## config.mk

```make
export PLATFORM = sky130hd
export DESIGN_NAME = alu_issue_stage
export DESIGN_NICKNAME = d
export VERILOG_FILES = /design/src/rtl/alu_issue_stage.sv
export SDC_FILE = /design/constraint.sdc
export NUM_CORES = 1
export LEC_CHECK = 0
export ABC_AREA = 1
export BUFFER_PORTS_ARGS = -buffer_cell sky130_fd_sc_hd__buf_2
export CORE_ASPECT_RATIO = 1.75
export CORE_MARGIN = 2
export CORE_UTILIZATION = 50
export CTS_BUF_LIST = sky130_fd_sc_hd__clkbuf_16
export DETAILED_ROUTE_END_ITERATION = 6
export GPL_TIMING_DRIVEN = 0
export HOLD_SLACK_MARGIN = 0.1
export PLACE_DENSITY = 0.77
export REMOVE_ABC_BUFFERS = 1
export SLEW_MARGIN = 10
export SYNTH_ARGS = -nofsm -noshare
export SYNTH_HDL_FRONTEND = slang
export SYNTH_SLANG_ARGS = --single-unit
```

## constraint.sdc

```tcl
create_clock -name clk -period 1.4 [get_ports clk]
set_input_delay 0.14 -clock clk [delete_from_list [all_inputs] [get_ports clk]]
set_output_delay 0.14 -clock clk [all_outputs]
set_load 0.01 [all_outputs]
```

## src/rtl/alu_issue_stage.sv

```systemverilog
// ID/EX issue stage in front of the ALU: a main/skid register pair that holds decoded
// operands so decode sees a registered ready, with flush and a saturating stall counter.
module alu_issue_stage #(
    parameter int DATA_WIDTH      = 32,
    parameter int OPCODE_LENGTH   = 4,
    parameter int REG_ADDR_WIDTH  = 5,
    parameter int STALL_CNT_WIDTH = 16
) (
    input  logic                       clk,
    input  logic                       rst_n,
    input  logic                       flush,
    input  logic                       in_valid,
    output logic                       in_ready,
    input  logic [DATA_WIDTH-1:0]      in_src_a,
    input  logic [DATA_WIDTH-1:0]      in_src_b,
    input  logic [OPCODE_LENGTH-1:0]   in_operation,
    input  logic [REG_ADDR_WIDTH-1:0]  in_rd,
    input  logic                       in_reg_write,
    output logic                       out_valid,
    input  logic                       out_ready,
    output logic [DATA_WIDTH-1:0]      SrcA,
    output logic [DATA_WIDTH-1:0]      SrcB,
    output logic [OPCODE_LENGTH-1:0]   Operation,
    output logic [REG_ADDR_WIDTH-1:0]  out_rd,
    output logic                       out_reg_write,
    output logic [STALL_CNT_WIDTH-1:0] stall_cycles
);

    typedef enum logic [1:0] {
        ST_EMPTY,
        ST_ONE,
        ST_FULL
    } state_t;

    typedef struct packed {
        logic [DATA_WIDTH-1:0]     src_a;
        logic [DATA_WIDTH-1:0]     src_b;
        logic [OPCODE_LENGTH-1:0]  operation;
        logic [REG_ADDR_WIDTH-1:0] rd;
        logic                      reg_write;
    } entry_t;

    state_t                     r_state;
    state_t                     w_state_next;
    entry_t                     r_main;
    entry_t                     r_skid;
    entry_t                     w_main_next;
    entry_t                     w_skid_next;
    entry_t                     w_in_entry;
    logic                       r_in_ready;
    logic                       r_out_valid;
    logic                       w_in_fire;
    logic                       w_out_fire;
    logic                       w_stall;
    logic [STALL_CNT_WIDTH-1:0] r_stall_cycles;

    assign w_in_entry = '{src_a:     in_src_a,
                          src_b:     in_src_b,
                          operation: in_operation,
                          rd:        in_rd,
                          reg_write: in_reg_write};

    assign w_in_fire  = in_valid && r_in_ready;
    assign w_out_fire = r_out_valid && out_ready;
    assign w_stall    = r_out_valid && !out_ready;

    // NOTE: every signal written here gets a default first so no path leaves it unassigned (no latch).
    always_comb begin
        w_state_next = r_state;
        w_main_next  = r_main;
        w_skid_next  = r_skid;

        if (flush) begin
            // Flush wins over any handshake this cycle; main keeps its last value for the outputs.
            w_state_next = ST_EMPTY;
            w_skid_next  = '0;
        end else begin
            unique case (r_state)
                ST_EMPTY: begin
                    if (w_in_fire) begin
                        w_state_next = ST_ONE;
                        w_main_next  = w_in_entry;
                    end
                end
                ST_ONE: begin
                    if (w_in_fire && w_out_fire) begin
                        w_main_next = w_in_entry;
                    end else if (w_in_fire) begin
                        w_state_next = ST_FULL;
                        w_skid_next  = w_in_entry;
                    end else if (w_out_fire) begin
                        w_state_next = ST_EMPTY;
                    end
                end
                ST_FULL: begin
                    if (w_out_fire) begin
                        w_state_next = ST_ONE;
                        w_main_next  = r_skid;
                    end
                end
                default: w_state_next = ST_EMPTY;
            endcase
        end
    end

    // NOTE: sequential state uses non-blocking assignments so all flops update from pre-edge values.
    always_ff @(posedge clk or negedge rst_n) begin
        if (!rst_n) begin
            r_state     <= ST_EMPTY;
            r_in_ready  <= 1'b1;
            r_out_valid <= 1'b0;
            // NOTE: payload registers are reset too, because the ALU-facing outputs must read 0 in reset.
            r_main      <= '0;
            r_skid      <= '0;
        end else begin
            r_state     <= w_state_next;
            r_in_ready  <= (w_state_next != ST_FULL);
            r_out_valid <= (w_state_next != ST_EMPTY);
            r_main      <= w_main_next;
            r_skid      <= w_skid_next;
        end
    end

    always_ff @(posedge clk or negedge rst_n) begin
        if (!rst_n) begin
            r_stall_cycles <= '0;
        end else if (w_stall && (r_stall_cycles != '1)) begin
            r_stall_cycles <= r_stall_cycles + STALL_CNT_WIDTH'(1);
        end
    end

    assign in_ready      = r_in_ready;
    assign out_valid     = r_out_valid;
    assign SrcA          = r_main.src_a;
    assign SrcB          = r_main.src_b;
    assign Operation     = r_main.operation;
    assign out_rd        = r_main.rd;
    assign out_reg_write = r_main.reg_write && r_out_valid;
    assign stall_cycles  = r_stall_cycles;

endmodule
```

==> results of run 1 <==
-- logic make-up (layout without fill, tap and decap cells) --
family                   Yosys count  after routing  synth area share [%]
AND/OR/NAND/NOR                  417            438                 20.34
buffers and inverters            234            457                 15.25
AO/OA/AOI/OAI                    230            230                 13.68
flip-flops                       168            168                 49.76
XOR/XNOR                           8              8                0.8290
adder cells (fa/ha/maj)            1              1                0.1480
other                              0              1                     0
-- Yosys cell counts (5+ instances only) --
cell / number
o21ai_1: 15
nand2_1: 256
nand4_1: 5
xnor2_1: 8
buf_2: 19
a21oi_1: 44
o21ai_0: 169
clkbuf_1: 28
nand3_1: 83
buf_6: 13
buf_4: 77
nor2_1: 63
inv_1: 93
nand2_2: 5
dfrtp_1: 167
-- per-layer routing --
layer	global-route usage [%]	wire length [um]
met5	0	0
met4	18.00	2391
met3	5.146	2165
met2	54.03	16000
met1	34.69	10330
-- critical path, cell delays in order, from the launching register on --
cell       delay (ns)
dfrtp_2          0.48
nor2_4           0.22
nand2_4          0.10
nand4_4          0.13
nor2_4           0.07
buf_12           0.13
buf_4            0.14
clkbuf_16        0.16
nand2_1          0.11
nand2_1          0.11
-- area by class of cell --
| type | instances | area share, % |
|---|---|---|
| timing repair buffer | 329 | 23.21 |
| sequential | 168 | 34.15 |
| antenna | 1 | 0.02027 |
| clock buffer | 17 | 3.445 |
| inverter | 96 | 2.979 |
| tap | 224 | 2.270 |
| multi-input combinational | 677 | 32.67 |
| clock inverter | 15 | 1.257 |
-- power by group through the flow --
stage | sequential (mW) | clock [mW] | combinational [mW]
final | 6.74 | 4.72 | 6.34
after global routing | 6.86 | 4.97 | 6.79
after CTS | 6.64 | 4.75 | 5.38
after detailed placement | 6.70 | 0 | 4.03
after global placement | 6.67 | 0 | 3.80
after floorplan | 7.05 | 0 | 1.61
-- metrics by stage --
stage          worst slack (ns)  setup TNS [ns]
2_1_floorplan            -2.467         -284.66
3_3_place_gp             -5.820        -1091.64
3_5_place_dp             -1.344         -167.48
4_1_cts                 -0.2040          -23.62
5_1_grt                 -0.3857          -40.29
6_report                -0.3862          -33.45
-- flip-flops by register name, summed over array words and instances (netlist names) --
| name | cells |
|---|---|
| out_valid | 1 |
| Operation | 4 |
| out_rd | 5 |
| r_main | 1 |
| SrcB | 32 |
| stall_cycles | 16 |
| in_ready | 1 |
| SrcA | 32 |
| r_state | 2 |
| r_skid | 74 |
-- worst max path at each step --
stage	start	to	cells after the start
3_5_place_dp	flush	SrcA[4]	9
4_1_cts	r_state[1]	SrcB[25]	10
3_3_place_gp	flush	out_rd[3]	6
5_1_grt	r_state[0]	SrcA[5]	9
2_1_floorplan	flush	Operation[0]	5
6_report	r_state[0]	SrcA[5]	9
-- repair_timing --
action,in CTS,in global routing
endpoints found under the setup margin,167,168
hold buffers,76,0
setup buffers,37,21
gates cloned,26,11
endpoints found under the hold margin,196,0
pin swaps,25,36
resized for setup,160,187
==> flow_summary.toml, run 1 <==
[routing]
dr.pass1.iters = 6
wirelength_um = 30890
drc = 0
wl_per_cell_um = 20.23
vias = 8631
drt-initial-drc-count = 662
viasPerCell = 5.652
antenna_left = 0

[placement]
place_congestion = 0.8330
place_hpwl_um = 13030
placedCellCount = 1324
place.port_buffers = 170
dpl_cell_area_um2 = 8915

[layout]
final_util_pct = 74.72
syn2layout_area_growth_pct = 46.08
layout_common_cells = "nand2_1 (179), buf_2 (169), dfrtp_1 (158)"
layout.nets = 1369
final_common_cell = "nand2_1"
design_area_um2 = 12350
nFillCells = 1114
seq_area_um2 = 4217
multi_input_area_um2 = 4034
layout.cells.non_filler = 1527
layout-drive-gt1-share_pct = 36.48

[sta]
min_period_ns = 1.786
fin_skew_ns = 0.01511
final.setup.worst_slack_ns = -0.3862
worst_slew_pin_slew_ns = 0.5480
slew_headroom_pct = 63.47
grt_setup_unrepaired = "true"
fin_hold_ws_ns = 0.1667
slew_viol_final = 0
fmax_mhz = 559.8
finalSetupViolCount = 162
finalCritPeriodShare_pct = 127.6
final_hold_viol_count = 0

[power_and_ir_drop]
ir_drop_v = 0.001082
swShare_pct = 36.53
power.share.sequential_pct = 37.9
p_leak_nw = 5.980
power.switching_mw = 6.506
comb_power_share_pct = 35.6
fin_total_pwr_mw = 17.81
p_int_mw = 11.30
clockPowerShare_pct = 26.5
power_density_nw_per_um2 = 1442

[yosys]
yosys_warnings = 0
synth_top_area_cell = "dfrtp_1"
synth_flop_cell = "dfrtp_1"
ys_seq_area_share_pct = 49.76
async_flop_share_pct = 100.0
synth.distinct_cells = 26
syn_area_um2 = 8452
netlist.area_leader.share_pct = 49.44
ys_ff_latch = 168
synth_edf_count = 0
yosys-top-cells-area = "dfrtp_1 (49%), nand2_1 (11%), o21ai_0 (10%)"
synth_cells = 1058
avgSynthCellArea_um2 = 7.989

[job]
drv_cap = 0

[setup_path]
worstPathMaxFanout = 6
critPathKind = "reg -> reg"
crit_arrival_ns = 2.10
reg2reg_depth = 9
r2r_end = "SrcA[5]"
crit_required_ns = 1.71
regToRegSetupSlack_ns = -0.39
worstSetupStartpointType = "flip-flop"
cp-end-kind = "flip-flop"
reg2reg_from = "r_state[0]"

[clocking]
clockBufferDepth = 2
htree_levels = 4
cts_buffers = 17
cts_tree = "built"
clock_latency_ns = 0.44
clock-root-buffer = "clkbuf_16"
clk_pin_slew_ns = 0.07
clock_sinks = 168

[outcome]
violations = "setup timing"
status = "finished with violations"

[die]
die_w_um = 102.3
start_util_pct = 51.15
dieHeight_um = 176.0
ios = 171
coreArea_um2 = 16520
die_area_um2 = 18000
rows = 62

[hold_path]
min_path_type = "in -> reg"
min_to = "in_ready"
min_from = "out_ready"
hold_depth = 5

[global_routing]
grt-ovfl-total = 0
grt_antenna_before_repair = 1
grt_pass1_vias = 8089
grt_pass1_wl_um = 42260
grt_start_max_net_pins = 103
grtUsageTotal_pct = 30.90
(Power assumes the default switching activity.)
==> run 2: changes to the inputs <==
Settings changed: RECOVER_POWER set to 100, SKIP_LAST_GASP set to 1.
==> flow_summary.toml, run 2 (same netlist as run 1, synthesis figures left out) <==
[outcome]
status = "finished with violations"
violations = "DRC, setup timing"

[setup_path]
worstSetupStartpointType = "flip-flop"
crit_required_ns = 1.71
path_cells = "nand2_4 > inv_4 > a21oi_4 > buf_4 > buf_12 > o21ai_1 > nand2_2"
critical_path.max_stage_delay_ns = 0.56
cp-end-kind = "flip-flop"
cp_slowest_cell = "dfstp_2"
critPathKind = "reg -> reg"
worstPathMaxFanout = 33
crit_arrival_ns = 2.01

[routing]
routed-wl-met2_um = 15580
viasPerCell = 5.556
wl_met1_um = 10250
wirelength_um = 29350
wl_per_cell_um = 19.30
vias = 8450
dr.pass1.iters = 7
drc = 5
antenna_left = 0
top_layer_used = "met4"
drt-initial-drc-count = 658
wl_met3_um = 1721

[clocking]
clock_latency_ns = 0.44
clock-root-buffer = "clkbuf_16"
clk_pin_slew_ns = 0.07
htree_levels = 4
cts_tree = "built"
cts_buffers = 17
clock_sinks = 168
clockBufferDepth = 2

[power_and_ir_drop]
ir_drop_v = 0.001079
p_leak_nw = 5.688
power_density_nw_per_um2 = 1448

[layout]
final_common_cell = "nand2_1"
nFillCells = 1204
top_register = "r_skid"
syn2layout_area_growth_pct = 42.03
layout_common_cells = "nand2_1 (171), dfrtp_1 (165), inv_1 (94), o21ai_0 (94), buf_2 (92)"
largest_reg_flops = 74
final_util_pct = 72.65
seq_area_um2 = 4208
layout-drive-gt1-share_pct = 27.78
design_area_um2 = 12000
layout.nets = 1363
multi_input_area_um2 = 3948

[sta]
fmax_mhz = 590.5
fin_hold_ws_ns = 0.1906
final.setup.worst_slack_ns = -0.2934
grt_setup_unrepaired = "true"
min_period_ns = 1.693
finalSetupViolCount = 225
slew_headroom_pct = 35.06
worst_slew_pin_slew_ns = 0.9742
fin_skew_ns = 0.01245
slew_viol_final = 0
final_hold_viol_count = 0
finalCritPeriodShare_pct = 121.0

[die]
coreArea_um2 = 16520
dieHeight_um = 176.0
start_util_pct = 51.15
ios = 171
rows = 62
die_w_um = 102.3
die_area_um2 = 18000

[global_routing]
grt-ovfl-total = 0
grt_pass1_wl_um = 42260
grt_antenna_before_repair = 1
grt_start_max_net_pins = 103
grt_pass1_vias = 8088
grtUsageTotal_pct = 30.93

[job]
drv_cap = 0

[placement]
place_hpwl_um = 13030
dpl_cell_area_um2 = 8915
place.port_buffers = 170
place_congestion = 0.8330

[hold_path]
min_path_type = "in -> reg"
run 2: critical path: cells and delay by family, from the launching register on:
kind / cells / cell delay (ns)
flip-flops: 1 / 0.56
AND/OR/NAND/NOR: 2 / 0.19
AO/OA/AOI/OAI: 2 / 0.32
buffers and inverters: 3 / 0.49
run 2: metrics by stage:
| step | power (mW) | cells | setup slack (ns) | TNS [ns] |
|---|---|---|---|---|
| 3_3_place_gp | 10.47 | 1314 | -5.820 | -1091.64 |
| 5_1_grt | 18.20 | 1521 | -0.3407 | -66.81 |
| 6_report | 17.38 | 1521 | -0.2934 | -34.27 |
| 4_1_cts | 16.76 | 1495 | -0.2040 | -23.73 |
| 3_5_place_dp | 10.72 | 1324 | -1.344 | -167.48 |
| 2_1_floorplan | 8.667 | 920 | -2.467 | -284.66 |
run 2: power breakdown:
group / internal [mW] / switching, mW / leakage, nW
clock network: 2.63 / 2.08 / 0.278
registers: 5.99 / 0.755 / 2.17
logic: 2.36 / 3.56 / 3.24
total: 11.0 / 6.40 / 5.69
run 2: path summary, 6_finish.rpt:
check	cells after the start	endpoint	slack, ns	start
max in group asynchronous	3	SrcA[11]	-0.07	rst_n
setup / recovery	7	SrcB[5]	-0.29	in_ready
min in group asynchronous	2	r_skid[69]	0.42	rst_n
hold / removal	5	in_ready	0.19	out_ready
setup reg to reg	7	SrcB[5]	-0.29	in_ready
hold reg to reg	2	SrcB[14]	0.49	SrcB[14]
run 2: timing repair:
item	in CTS	in global routing
endpoints found under the hold margin	198	0
hold buffers	76	0
endpoints found under the setup margin	167	168
resized for setup	139	165
pin swaps	20	40
cloned	26	6
setup buffers	37	20
run 2: final cells by class:
type / count / share of cell area (%)
timing repair buffer: 323 / 21.82
sequential: 168 / 35.05
multi-input combinational: 677 / 32.89
clock inverter: 15 / 1.292
antenna: 1 / 0.02085
inverter: 96 / 3.054
tap: 224 / 2.335
clock buffer: 17 / 3.544
run 2: metal layers:
layer  global-route usage [%]  vias up
met5                        0        -
met3                    5.146      145
li1                         -     3804
met4                    18.00        0
met2                    54.17      429
met1                    34.63     4072
==> run 3: changes to the inputs <==
Settings changed: SKIP_CTS_REPAIR_TIMING set to 1.
==> flow_summary.toml, run 3 (same netlist as run 1, synthesis figures left out) <==
[outcome]
status = "finished with violations"
violations = "setup timing"

[sta]
finalSetupViolCount = 218
grt_setup_unrepaired = "true"
fmax_mhz = 591.2
setup_tns_ns = -30.69
finalCritPeriodShare_pct = 120.8
min_period_ns = 1.692
fin_skew_ns = 0.01225
slew_headroom_pct = 36.20
final.setup.worst_slack_ns = -0.2915
worst_slew_pin_slew_ns = 0.9570
fin_hold_ws_ns = 0.1555
final_hold_viol_count = 0
slew_viol_final = 0

[setup_path]
cp_num_buf_inv = 2
regToRegSetupSlack_ns = -0.29
worstSetupStartpointType = "flip-flop"
crit_required_ns = 1.75
critPathKind = "reg -> reg"
path_cells = "inv_4 > nand2_2 > nor2_4 > buf_12 > nand2_8 > nand2_4 > nand3_1 > o21ai_0"
worstPathMaxFanout = 10
cp_slowest_cell = "dfrtp_2"
critical_path.max_stage_delay_ns = 0.46
cp-end-kind = "flip-flop"
cp_top_family = "simple AND/OR/NAND/NOR gates"
crit_arrival_ns = 2.04

[routing]
viasPerCell = 5.411
dr.pass1.iters = 5
wl_per_cell_um = 17.90
drt-initial-drc-count = 592
vias = 8100
drc = 0
antenna_left = 0
wirelength_um = 26790

[placement]
placedCellCount = 1324
dpl_cell_area_um2 = 8915
place_congestion = 0.8330
place_hpwl_um = 13030
dpl_worst_slack_ns = -1.344
place.port_buffers = 170

[layout]
layout-drive-gt1-share_pct = 20.08
final_common_cell = "nand2_1"
layout_common_cells = "nand2_1 (231), dfrtp_1 (164), o21ai_0 (124)"
largest_reg_flops = 74
layout.cells.non_filler = 1497
design_area_um2 = 11160
layout.nets = 1337
top_register = "r_skid"
syn2layout_area_growth_pct = 32.04
final_util_pct = 67.54

[power_and_ir_drop]
power.switching_mw = 5.958
power_density_nw_per_um2 = 1480
power.share.sequential_pct = 41.0
swShare_pct = 36.08
ir_drop_v = 0.001074
comb_power_share_pct = 30.4
p_leak_nw = 5.337
p_int_mw = 10.56
clockPowerShare_pct = 28.6
fin_total_pwr_mw = 16.51

[die]
ios = 171
coreArea_um2 = 16520
start_util_pct = 51.15
die_area_um2 = 18000
dieHeight_um = 176.0
die_w_um = 102.3
rows = 62

[global_routing]
grt-ovfl-total = 0
grtUsageTotal_pct = 22.81
grt_util_met3_pct = 4.276
use_met2_pct = 39.67
grt_start_max_net_pins = 103
grt_antenna_before_repair = 3
grt_pass1_wl_um = 32330
grt_util_met1_pct = 26.98
grt_pass1_vias = 6700
globalRoute.busiestLayer = "met2"

[job]
drv_cap = 0

[clocking]
clockBufferDepth = 2
clock_sinks = 168
cts_buffers = 17
cts_tree = "built"
clk_pin_slew_ns = 0.07
clock-root-buffer = "clkbuf_16"
htree_levels = 4
clock_latency_ns = 0.45

[hold_path]
min_path_type = "in -> reg"
-- run 3: cell types whose count changed in the layout (fill, tap and decap cells not counted), sizes merged --
| cell | delta |
|---|---|
| a21oi | +1 |
| buf | -19 |
| clkbuf | +3 |
| diode | +2 |
| nand2 | -10 |
| nand3 | -1 |
-- run 3: final timing paths --
path                            startpoint    endpoint  cells after the start
worst min register to register    SrcA[16]    SrcA[16]                      2
min in group asynchronous            rst_n  r_skid[71]                      2
max in group asynchronous            rst_n    SrcA[13]                      3
worst max-delay path            r_state[1]  r_skid[30]                      8
worst min-delay path             out_ready    in_ready                      5
worst max register to register  r_state[1]  r_skid[30]                      8
-- run 3: worst reg2reg max path: cells and delay by family, from the launching register on --
family,cells,cell delay (ns)
compound gates,1,0.12
flops,1,0.46
simple gates,5,0.79
buf+inv,2,0.23
-- run 3: final cells by class --
type / instances / area [um^2]
inverter: 96 / 364.1
tap: 224 / 280.3
clock buffer: 17 / 425.4
timing repair buffer: 307 / 2340
sequential: 168 / 4209
antenna: 3 / 7.507
fill: 1327 / 5364
clock inverter: 15 / 155.1
multi-input combinational: 667 / 3378
-- run 3: power groups by stage --
stage / clock network [mW] / registers [mW] / logic (mW)
4_1_cts: 4.75 / 6.62 / 4.04
2_1_floorplan: 0 / 7.05 / 1.61
3_3_place_gp: 0 / 6.67 / 3.80
6_report: 4.73 / 6.77 / 5.02
5_1_grt: 4.99 / 6.88 / 5.49
3_5_place_dp: 0 / 6.70 / 4.03
-- run 3: layer usage --
metal	routed length (um)	up-vias
li1	-	3729
met1	9769	3812
met2	13920	441
met3	1728	118
met4	1375	0
met5	0	-
